File: src/rtl/alu_pkg.sv
// Shared opcode constants and FSM state encoding for the sequential ALU.
// Imported by both the RTL and the testbench.
package alu_pkg;

    localparam logic [3:0] OP_NOT_A = 4'b0000;
    localparam logic [3:0] OP_NOT_B = 4'b0001;
    localparam logic [3:0] OP_AND   = 4'b0010;
    localparam logic [3:0] OP_OR    = 4'b0011;
    localparam logic [3:0] OP_XOR   = 4'b0100;
    localparam logic [3:0] OP_XNOR  = 4'b0101;
    localparam logic [3:0] OP_ADD   = 4'b0110;
    localparam logic [3:0] OP_SUB   = 4'b0111;
    localparam logic [3:0] OP_MUL   = 4'b1000;
    localparam logic [3:0] OP_SHL   = 4'b1001;
    localparam logic [3:0] OP_SHR   = 4'b1010;
    localparam logic [3:0] OP_ASR   = 4'b1011;

    typedef enum logic {
        ST_IDLE = 1'b0,
        ST_MUL  = 1'b1
    } state_t;

    function automatic logic is_mul(input logic [3:0] op);
        return (op == OP_MUL);
    endfunction

endpackage

File: src/rtl/mul_seq.sv
// Shift-and-add unsigned multiplier: one multiplier bit per i_step, WIDTH steps.
// o_prod_nxt is the product after the current step, so the caller can capture the final value on the last step.
module mul_seq #(
    parameter int WIDTH = 8
) (
    input  logic               clk,
    input  logic               reset_n,
    input  logic               i_load,
    input  logic               i_step,
    input  logic [WIDTH-1:0]   i_a,
    input  logic [WIDTH-1:0]   i_b,
    output logic [2*WIDTH-1:0] o_prod_nxt,
    output logic               o_last
);

    localparam int CW = $clog2(WIDTH) + 1;

    logic [2*WIDTH-1:0] r_mcand;
    logic [WIDTH-1:0]   r_mplier;
    logic [2*WIDTH-1:0] r_prod;
    logic [CW-1:0]      r_cnt;
    logic [2*WIDTH-1:0] w_addend;

    assign w_addend   = r_mplier[0] ? r_mcand : '0;
    assign o_prod_nxt = r_prod + w_addend;
    // Asserted during the final step, i.e. the WIDTH-th multiplier bit.
    assign o_last     = (r_cnt == CW'(WIDTH - 1));

    always_ff @(posedge clk or negedge reset_n) begin
        if (!reset_n) begin
            r_mcand  <= '0;
            r_mplier <= '0;
            r_prod   <= '0;
            r_cnt    <= '0;
        end else if (i_load) begin
            r_mcand  <= {{WIDTH{1'b0}}, i_a};
            r_mplier <= i_b;
            r_prod   <= '0;
            r_cnt    <= '0;
        end else if (i_step) begin
            r_mcand  <= r_mcand << 1;
            r_mplier <= r_mplier >> 1;
            r_prod   <= o_prod_nxt;
            r_cnt    <= r_cnt + CW'(1);
        end
    end

endmodule

File: src/rtl/alu_seq_n.sv
// Sequential ALU: single-cycle logic/arith/shift ops plus a multi-cycle unsigned multiply.
// Handshake: start/op/a/b are sampled on a rising edge only while busy=0; done pulses one cycle with result/flags valid.
module alu_seq_n
    import alu_pkg::*;
#(
    parameter int WIDTH = 8
) (
    input  logic             clk,
    input  logic             reset_n,
    input  logic             start,
    input  logic [3:0]       op,
    input  logic [WIDTH-1:0] a,
    input  logic [WIDTH-1:0] b,
    output logic             busy,
    output logic             done,
    output logic [WIDTH-1:0] result,
    output logic             c,
    output logic             n,
    output logic             z,
    output logic             v,
    output state_t           dbg_state
);

    localparam int SW = $clog2(WIDTH);

    state_t             r_state;
    state_t             w_state_nxt;
    logic               w_load;
    logic               w_step;
    logic               w_single;
    logic               w_last;
    logic [2*WIDTH-1:0] w_prod_nxt;

    logic [WIDTH-1:0]   r_result;
    logic               r_done, r_c, r_n, r_z, r_v;

    logic [WIDTH:0]        w_add;
    logic [WIDTH:0]        w_sub;
    logic [WIDTH:0]        w_shl;
    logic [WIDTH:0]        w_shr;
    logic signed [WIDTH:0] w_asr;
    logic [SW-1:0]         w_amt;
    logic [WIDTH-1:0]      w_res;
    logic                  w_c;
    logic                  w_v;

    // State register
    always_ff @(posedge clk or negedge reset_n) begin
        if (!reset_n) begin
            r_state <= ST_IDLE;
        end else begin
            r_state <= w_state_nxt;
        end
    end

    always_comb begin
        w_state_nxt = r_state;
        w_load      = 1'b0;
        w_step      = 1'b0;
        w_single    = 1'b0;
        case (r_state)
            ST_IDLE: begin
                if (start) begin
                    if (is_mul(op)) begin
                        w_load      = 1'b1;
                        w_state_nxt = ST_MUL;
                    end else begin
                        w_single    = 1'b1;
                    end
                end
            end
            ST_MUL: begin
                w_step = 1'b1;
                if (w_last) begin
                    w_state_nxt = ST_IDLE;
                end
            end
            default: w_state_nxt = ST_IDLE;
        endcase
    end

    mul_seq #(.WIDTH(WIDTH)) u_mul (
        .clk        (clk),
        .reset_n    (reset_n),
        .i_load     (w_load),
        .i_step     (w_step),
        .i_a        (a),
        .i_b        (b),
        .o_prod_nxt (w_prod_nxt),
        .o_last     (w_last)
    );

    // One extra bit on each shift catches the last bit shifted out.
    assign w_amt = b[SW-1:0];
    assign w_add = {1'b0, a} + {1'b0, b};
    assign w_sub = {1'b0, a} + {1'b0, ~b} + (WIDTH+1)'(1);
    assign w_shl = {1'b0, a} << w_amt;
    assign w_shr = {a, 1'b0} >> w_amt;
    assign w_asr = $signed({a, 1'b0}) >>> w_amt;

    always_comb begin
        w_res = '0;
        w_c   = 1'b0;
        w_v   = 1'b0;
        case (op)
            OP_NOT_A: w_res = ~a;
            OP_NOT_B: w_res = ~b;
            OP_AND:   w_res = a & b;
            OP_OR:    w_res = a | b;
            OP_XOR:   w_res = a ^ b;
            OP_XNOR:  w_res = ~(a ^ b);
            OP_ADD: begin
                w_res = w_add[WIDTH-1:0];
                w_c   = w_add[WIDTH];
                w_v   = (a[WIDTH-1] == b[WIDTH-1]) && (w_res[WIDTH-1] != a[WIDTH-1]);
            end
            OP_SUB: begin
                w_res = w_sub[WIDTH-1:0];
                w_c   = w_sub[WIDTH];
                w_v   = (a[WIDTH-1] != b[WIDTH-1]) && (w_res[WIDTH-1] != a[WIDTH-1]);
            end
            OP_SHL: begin
                w_res = w_shl[WIDTH-1:0];
                w_c   = w_shl[WIDTH];
            end
            OP_SHR: begin
                w_res = w_shr[WIDTH:1];
                w_c   = w_shr[0];
            end
            OP_ASR: begin
                w_res = w_asr[WIDTH:1];
                w_c   = w_asr[0];
            end
            default: begin
                w_res = '0;
                w_c   = 1'b0;
                w_v   = 1'b0;
            end
        endcase
    end

    always_ff @(posedge clk or negedge reset_n) begin
        if (!reset_n) begin
            r_result <= '0;
            r_done   <= 1'b0;
            r_c      <= 1'b0;
            r_n      <= 1'b0;
            r_z      <= 1'b0;
            r_v      <= 1'b0;
        end else begin
            r_done <= 1'b0;
            if (w_single) begin
                r_result <= w_res;
                r_c      <= w_c;
                r_v      <= w_v;
                r_n      <= w_res[WIDTH-1];
                r_z      <= ~|w_res;
                r_done   <= 1'b1;
            end else if (w_step && w_last) begin
                r_result <= w_prod_nxt[WIDTH-1:0];
                r_c      <= 1'b0;
                r_v      <= |w_prod_nxt[2*WIDTH-1:WIDTH];
                r_n      <= w_prod_nxt[WIDTH-1];
                r_z      <= ~|w_prod_nxt[WIDTH-1:0];
                r_done   <= 1'b1;
            end
        end
    end

    assign busy      = (r_state == ST_MUL);
    assign done      = r_done;
    assign result    = r_result;
    assign c         = r_c;
    assign n         = r_n;
    assign z         = r_z;
    assign v         = r_v;
    assign dbg_state = r_state;

endmodule
File: config.mk
export PLATFORM = sky130hd
export DESIGN_NAME = alu_seq_n
export DESIGN_NICKNAME = d
export VERILOG_FILES = /design/src/rtl/alu_pkg.sv /design/src/rtl/mul_seq.sv /design/src/rtl/alu_seq_n.sv
export SDC_FILE = /design/constraint.sdc
export NUM_CORES = 1
export LEC_CHECK = 0
export BUFFER_PORTS_ARGS = -buffer_cell sky130_fd_sc_hd__buf_2
export CORE_MARGIN = 2
export CORE_UTILIZATION = 35
export CTS_BUF_LIST = sky130_fd_sc_hd__clkbuf_8
export CTS_CLUSTER_SIZE = 25
export DETAILED_ROUTE_END_ITERATION = 7
export PLACE_DENSITY = 0.56
export SLEW_MARGIN = 25
export SYNTH_ARGS = -nofsm -noshare
export SYNTH_HDL_FRONTEND = slang
export SYNTH_SLANG_ARGS = --single-unit
File: constraint.sdc
create_clock -name clk -period 2.5 [get_ports clk]
set_input_delay 0 -clock clk [delete_from_list [all_inputs] [get_ports clk]]
set_output_delay 0 -clock clk [all_outputs]
set_load 0.03 [all_outputs]
* Yosys cells after proc, flatten, opt, wreduce, memory -nomap -nowiden
Index checks and enable logic that the tools add are counted.
** Cells by class
- Add/subtract/negate cells :: 5
- Equal/unequal tests :: 16
- Shift-type cells :: 3
- Muxes and demuxes :: 33
- Bitwise gates (word level) :: 7
- Reductions and logical operators :: 11
** Operators by type and width (number)
- case mux 8 bit (11 select lines) :: 1
- 2-to-1 mux 16 bit :: 5
- 2-to-1 mux 8 bit :: 4
- NOT 8 bit :: 3
- OR reduction 8 bit :: 3
- == test 4 x 3 -> 1 bit (second input constant) :: 5
- adder 8 x 8 -> 9 bit :: 2
- 2-to-1 mux 1 bit :: 18
- adder 16 bit :: 1
- == test 4 bit (second input constant) :: 4
- adder 9 x 1 -> 9 bit (second input constant) :: 1
- << shifter 8 x 3 -> 9 bit :: 1
- >> shifter 9 x 3 -> 9 bit :: 1
- >>> shifter 9 x 3 -> 9 bit :: 1
- bitwise AND 8 bit :: 1
- == test 4 x 2 -> 1 bit (second input constant) :: 2
- 2-to-1 mux 4 bit :: 2
- OR 8 bit :: 1
- XOR 8 bit :: 1
- case mux 1 bit (5 select lines) :: 1
- adder 4 x 1 -> 4 bit (second input constant) :: 1
- == test 4 x 1 -> 1 bit (second input constant) :: 1
- zero test 4 bit :: 1
- case mux 1 bit (2 select lines) :: 2
- 6 further kinds :: 12
** Storage, ports and cells
- Register bits :: 58
- Bits of input ports :: 23
- Output and inout port bits :: 15

* Longest topological paths before layout
- Word-level depth :: 7
- Gate-level depth with buffers :: 12
- Gate-level depth less buffers :: 11

* Modules after synthesis
A second synthesis with hierarchy kept.
** Second synthesis, totals
- Cell total of the unflattened synthesis :: 646
- Area total of the unflattened synthesis :: 5595.4 µm²
** By module, submodules not included
- mul_seq :: times used 1, cells an instance 290, area each 2834.0 µm², seq. area each 1101.1 µm²
- alu_seq_n :: times used 1, cells an instance 356, area each 2761.4 µm², seq. area each 325.3 µm²

* Least setup slack after synthesis
No wires, ideal clock.
- Path kind :: register to register
- Start point :: register u_mul.r_mplier[0]
- End point :: register r_v (netlist: v)
- Setup time :: 0.129 ns
- Arrival time :: 2.498 ns
- Data required time :: 2.371 ns
- Setup slack :: -0.127 ns
- Cell stages (with the launch flop) :: 11
- Period minus slack after synthesis :: 2.627 ns
- Cell sequence :: dfrtp_1 -> and2_1 -> ha_1 -> fa_1 -> a21oi_1 -> o22ai_1 -> o221ai_1 -> o21ai_1 -> a21oi_1 -> xnor2_1 -> o41a_1
** Between the ends
- Word-level cells in the longest chain between the ends :: 5
** RTL lines
- start, declared :: RTL line mul_seq.sv:19 : logic [WIDTH-1:0] r_mplier;
- start signal, assigned :: RTL line mul_seq.sv:37 : r_mplier <= i_b;
- start signal, assigned :: RTL line mul_seq.sv:42 : r_mplier <= r_mplier >> 1;
- 2-to-1 mux 16 bit :: RTL line mul_seq.sv:24 : assign w_addend = r_mplier[0] ? r_mcand : '0;
- adder 16 bit :: RTL line mul_seq.sv:25 : assign o_prod_nxt = r_prod + w_addend;
- OR reduction 8 bit :: RTL line alu_seq_n.sv:162 : r_v <= |w_prod_nxt[2*WIDTH-1:WIDTH];
- 2-to-1 mux 1 bit :: RTL line alu_seq_n.sv:159 : end else if (w_step && w_last) begin
- 2-to-1 mux 1 bit :: RTL line alu_seq_n.sv:152 : if (w_single) begin
- end signal, assigned :: RTL line alu_seq_n.sv:155 : r_v <= w_v;
- end signal, assigned :: RTL line alu_seq_n.sv:162
- end, declared :: RTL line alu_seq_n.sv:35 : logic r_done, r_c, r_n, r_z, r_v;
No other way between the ends. The select of a mux whose other input is x is not followed.
A chain may end at the register's enable or synchronous reset.

* Final worst setup path
Ends and elaborated chain as after synthesis.

==> out/qor.yml <==
ys_top_cells_by_area: "dfrtp_1 27%, ha_1 9.7%, nand2_1 8.8%, o21ai_0 5.5%, nor2_1 4.0%"
first_pass_iters: 5
fin_crit_ns: 2.66
power_switching_share_pct: 42.8
start_util_pct: 36.0
cts_buffers: 9
drc: 0
num_vias: 5314
synthCells: 680
grt_max_degree: 58
cts_tree: "yes"
syn_nets: 747
drt_iter0_markers: 369
skew_ns: 0.00818
worst_pin_slew_ns: 0.785
cp_max_fo: 5
worst_path_max_delay_cell: "dfrtp_1"
yosys-top-cells-count: "123 x nand2_1, 58 x o21ai_0, 57 x dfrtp_1"
root_buffer: "clkbuf_8"
min_path_type: "in2reg"
ys_warn_count: 0
final_max_slew_viol_count: 0
synth.distinct_cells: 81
cts_buffer_depth: 2
htreeDepth: 3
cp.required_ns: 2.74
worstPathArrival_ns: 2.89
hpwl_um: 13500
synthMostInstantiatedCell: "nand2_1"
finalNetCount: 850
timing.final.crit_share_pct: 106
power_switching_mw: 2.09
cp-start-kind: "flop"
syn_area_sq_um: 5270
final_hold_viol_count: 0
yosysTopAreaCellShare_pct: 27.1
synth_top_area_cell: "dfrtp_1"
place_congestion: 0.965
drive_above_1_share_pct: 26.8
whs_path_depth: 4
clk_latency_ns: 0.36
core_sq_um: 14600
grt_antenna_before_repair: 0
grt_pass1_vias: 5035
r2r_cells: 10
combPwrFrac_pct: 49.3
synth-edff-count: 0
wirelength_um: 17400
globalRouteOverflowTotal: 0
die_h_um: 127
pwr-share-seq_pct: 31.6
worst_slack_ns: -0.155
die_area_sq_um: 16100
avgSynthCellArea_sq_um: 7.75
crit_chain: "and2_4 -> ha_4 -> fa_2 -> a21oi_4 -> o22ai_4 -> o41ai_2 -> xnor2_1 -> nor4_2 -> nand3_1 -> o41a_1"
async_flop_share_pct: 100
power_density_nw_per_um2: 730
pre_cts_slack_ns: -0.163
ir_drop_mv: 0.320
area_growth_pct: 26.9
setup_violations: 1
diodes: 0
grt.total_usage_pct: 21.5
synth-seq-cells: 57
die_w_um: 127
grt_pass1_wl_um: 27300
crit_family: "compound AO/OA/AOI/OAI gates"
slew_headroom_pct: 47.7
status: "finished, violations left"
io_buffers: 37
power.leakage_nw: 3.10
maxCapViolCount: 0
ant_nets: 0
ios: 38
ys_seq_area_share_pct: 27.1
timing.hold.ws_ns: 0.0786
rsz0062_at_grt: "true"
critPathCaptureType: "flop"
cpPeakStageDelay_ns: 0.41
max_clock_freq_mhz: 377
clock-sinks: 57
critPathKind: "reg2reg"
fill_cells: 1474
pwr-share-clk_pct: 19.1
fp-row-count: 44
ys.flop_type: "dfrtp_1"
failed_checks: "negative setup slack"
vias_per_cell: 5.47
path_buf_inv: 0
path_depth: 10
internal-power_mw: 2.79
wl_per_cell_um: 17.9
clkSlewWorstSetupHoldPaths_ns: 0.07
## flip-flops by register name (all words and copies together), names as in the netlist
signal,cells
busy,1
c,1
done,1
result,8
u_mul.r_cnt,4
u_mul.r_mcand,16
u_mul.r_mplier,8
u_mul.r_prod,16
v,1
z,1
## repair_timing
| action | 4_1_cts | 5_1_grt |
|---|---|---|
| resized for setup | 10 | 28 |
| hold buffers | 2 | 0 |
| hold endpoints to repair | 33 | 0 |
| setup buffers | 3 | 6 |
| pin swaps | 16 | 14 |
| setup endpoints to repair | 2 | 7 |
## final cells by class
| class | instances | area (sq um) | share of cell area [%] |
|---|---|---|---|
| Inverter | 30 | 113 | 1.68 |
| Multi-Input combinational cell | 550 | 3770 | 56.4 |
| Tap cell | 184 | 230 | 3.44 |
| Timing Repair Buffer | 135 | 933 | 14.0 |
| Clock buffer | 12 | 165 | 2.47 |
| Sequential cell | 57 | 1430 | 21.3 |
| Clock inverter | 4 | 50.0 | 0.748 |
## metal layers
layer	global-route usage (%)	share of wire, %	routed length, um	vias to the layer above
li1	-	-	-	2607
met1	32.9	51	8850	2519
met2	31.6	42	7340	170
met3	3.75	5.7	997	18
met4	4.78	1.3	227	0
met5	0	0	0	-
## cells in the final DEF, fill, tap and decap left out, drive strengths merged, types with 5 or more instances in the layout
| cell type | synthesis | layout |
|---|---|---|
| nand2b | 6 | 6 |
| nand3 | 21 | 21 |
| inv | 30 | 30 |
| clkbuf | 20 | 12 |
| o22ai | 10 | 10 |
| o211ai | 7 | 7 |
| a21oi | 39 | 39 |
| and2 | 16 | 16 |
| nor2 | 57 | 57 |
| mux2i | 13 | 13 |
| ha | 41 | 41 |
| a22oi | 7 | 7 |
| nand2 | 123 | 123 |
| mux2 | 5 | 5 |
| xor2 | 11 | 11 |
| a211oi | 8 | 8 |
| xnor2 | 17 | 17 |
| nor4 | 5 | 5 |
| o21ai | 68 | 68 |
| o31ai | 5 | 5 |
| buf | 23 | 133 |
| a21o | 5 | 5 |
| dfrtp | 57 | 57 |
| nor3 | 18 | 18 |
| a31oi | 5 | 5 |
## path summary, 6_finish.rpt
path                                   start               end  slack, ns
max reg2reg                u_mul.r_mplier[0]                 v      -0.16
max                        u_mul.r_mplier[0]                 v      -0.16
min in group asynchronous            reset_n         result[6]       0.27
min reg2reg                        result[6]         result[6]       0.48
min                                     a[0]  u_mul.r_mcand[0]       0.08
max in group asynchronous            reset_n  u_mul.r_mcand[8]       1.54
## worst min-delay path, delay by kind of cell
kind,cells,cell delay (ns)
buf+inv,2,0.27
compound gates,1,0.06
simple gates,1,0.06
## power by group through the flow
stage / clock, mW / combinational, mW / sequential [mW]
after detailed placement: 0 / 2.25 / 1.54
after global placement: 0 / 2.22 / 1.52
after global routing: 0.992 / 2.65 / 1.58
after floorplan: 0 / 1.32 / 1.61
after CTS: 0.954 / 2.31 / 1.53
final: 0.932 / 2.40 / 1.54
## stage by stage
stage,utilization (%),area [sq um],instances,setup TNS [ns],power [mW]
3_5_place_dp,42.2,6180,947,-0.168,3.79
2_1_floorplan,-,5310,680,0,2.94
3_3_place_gp,42.2,6180,947,-0.178,3.74
4_1_cts,44.4,6500,968,-0.116,4.80
6_report,45.7,6690,972,-0.155,4.88
5_1_grt,45.7,6690,972,-0.463,5.22
## logic make-up (layout without fill, tap and decap cells)
| kind of cell | Yosys count | after routing | share of synthesized area (%) |
|---|---|---|---|
| AO/OA/AOI/OAI | 191 | 191 | 23.6 |
| XOR/XNOR | 28 | 28 | 4.65 |
| adder cells (fa/ha/maj) | 44 | 44 | 10.9 |
| buffers and inverters | 73 | 181 | 6.43 |
| flip-flops | 57 | 57 | 27.1 |
| multiplexers | 20 | 20 | 4.39 |
| AND/OR/NAND/NOR | 267 | 267 | 23.0 |
(Power assumes the default switching activity.)
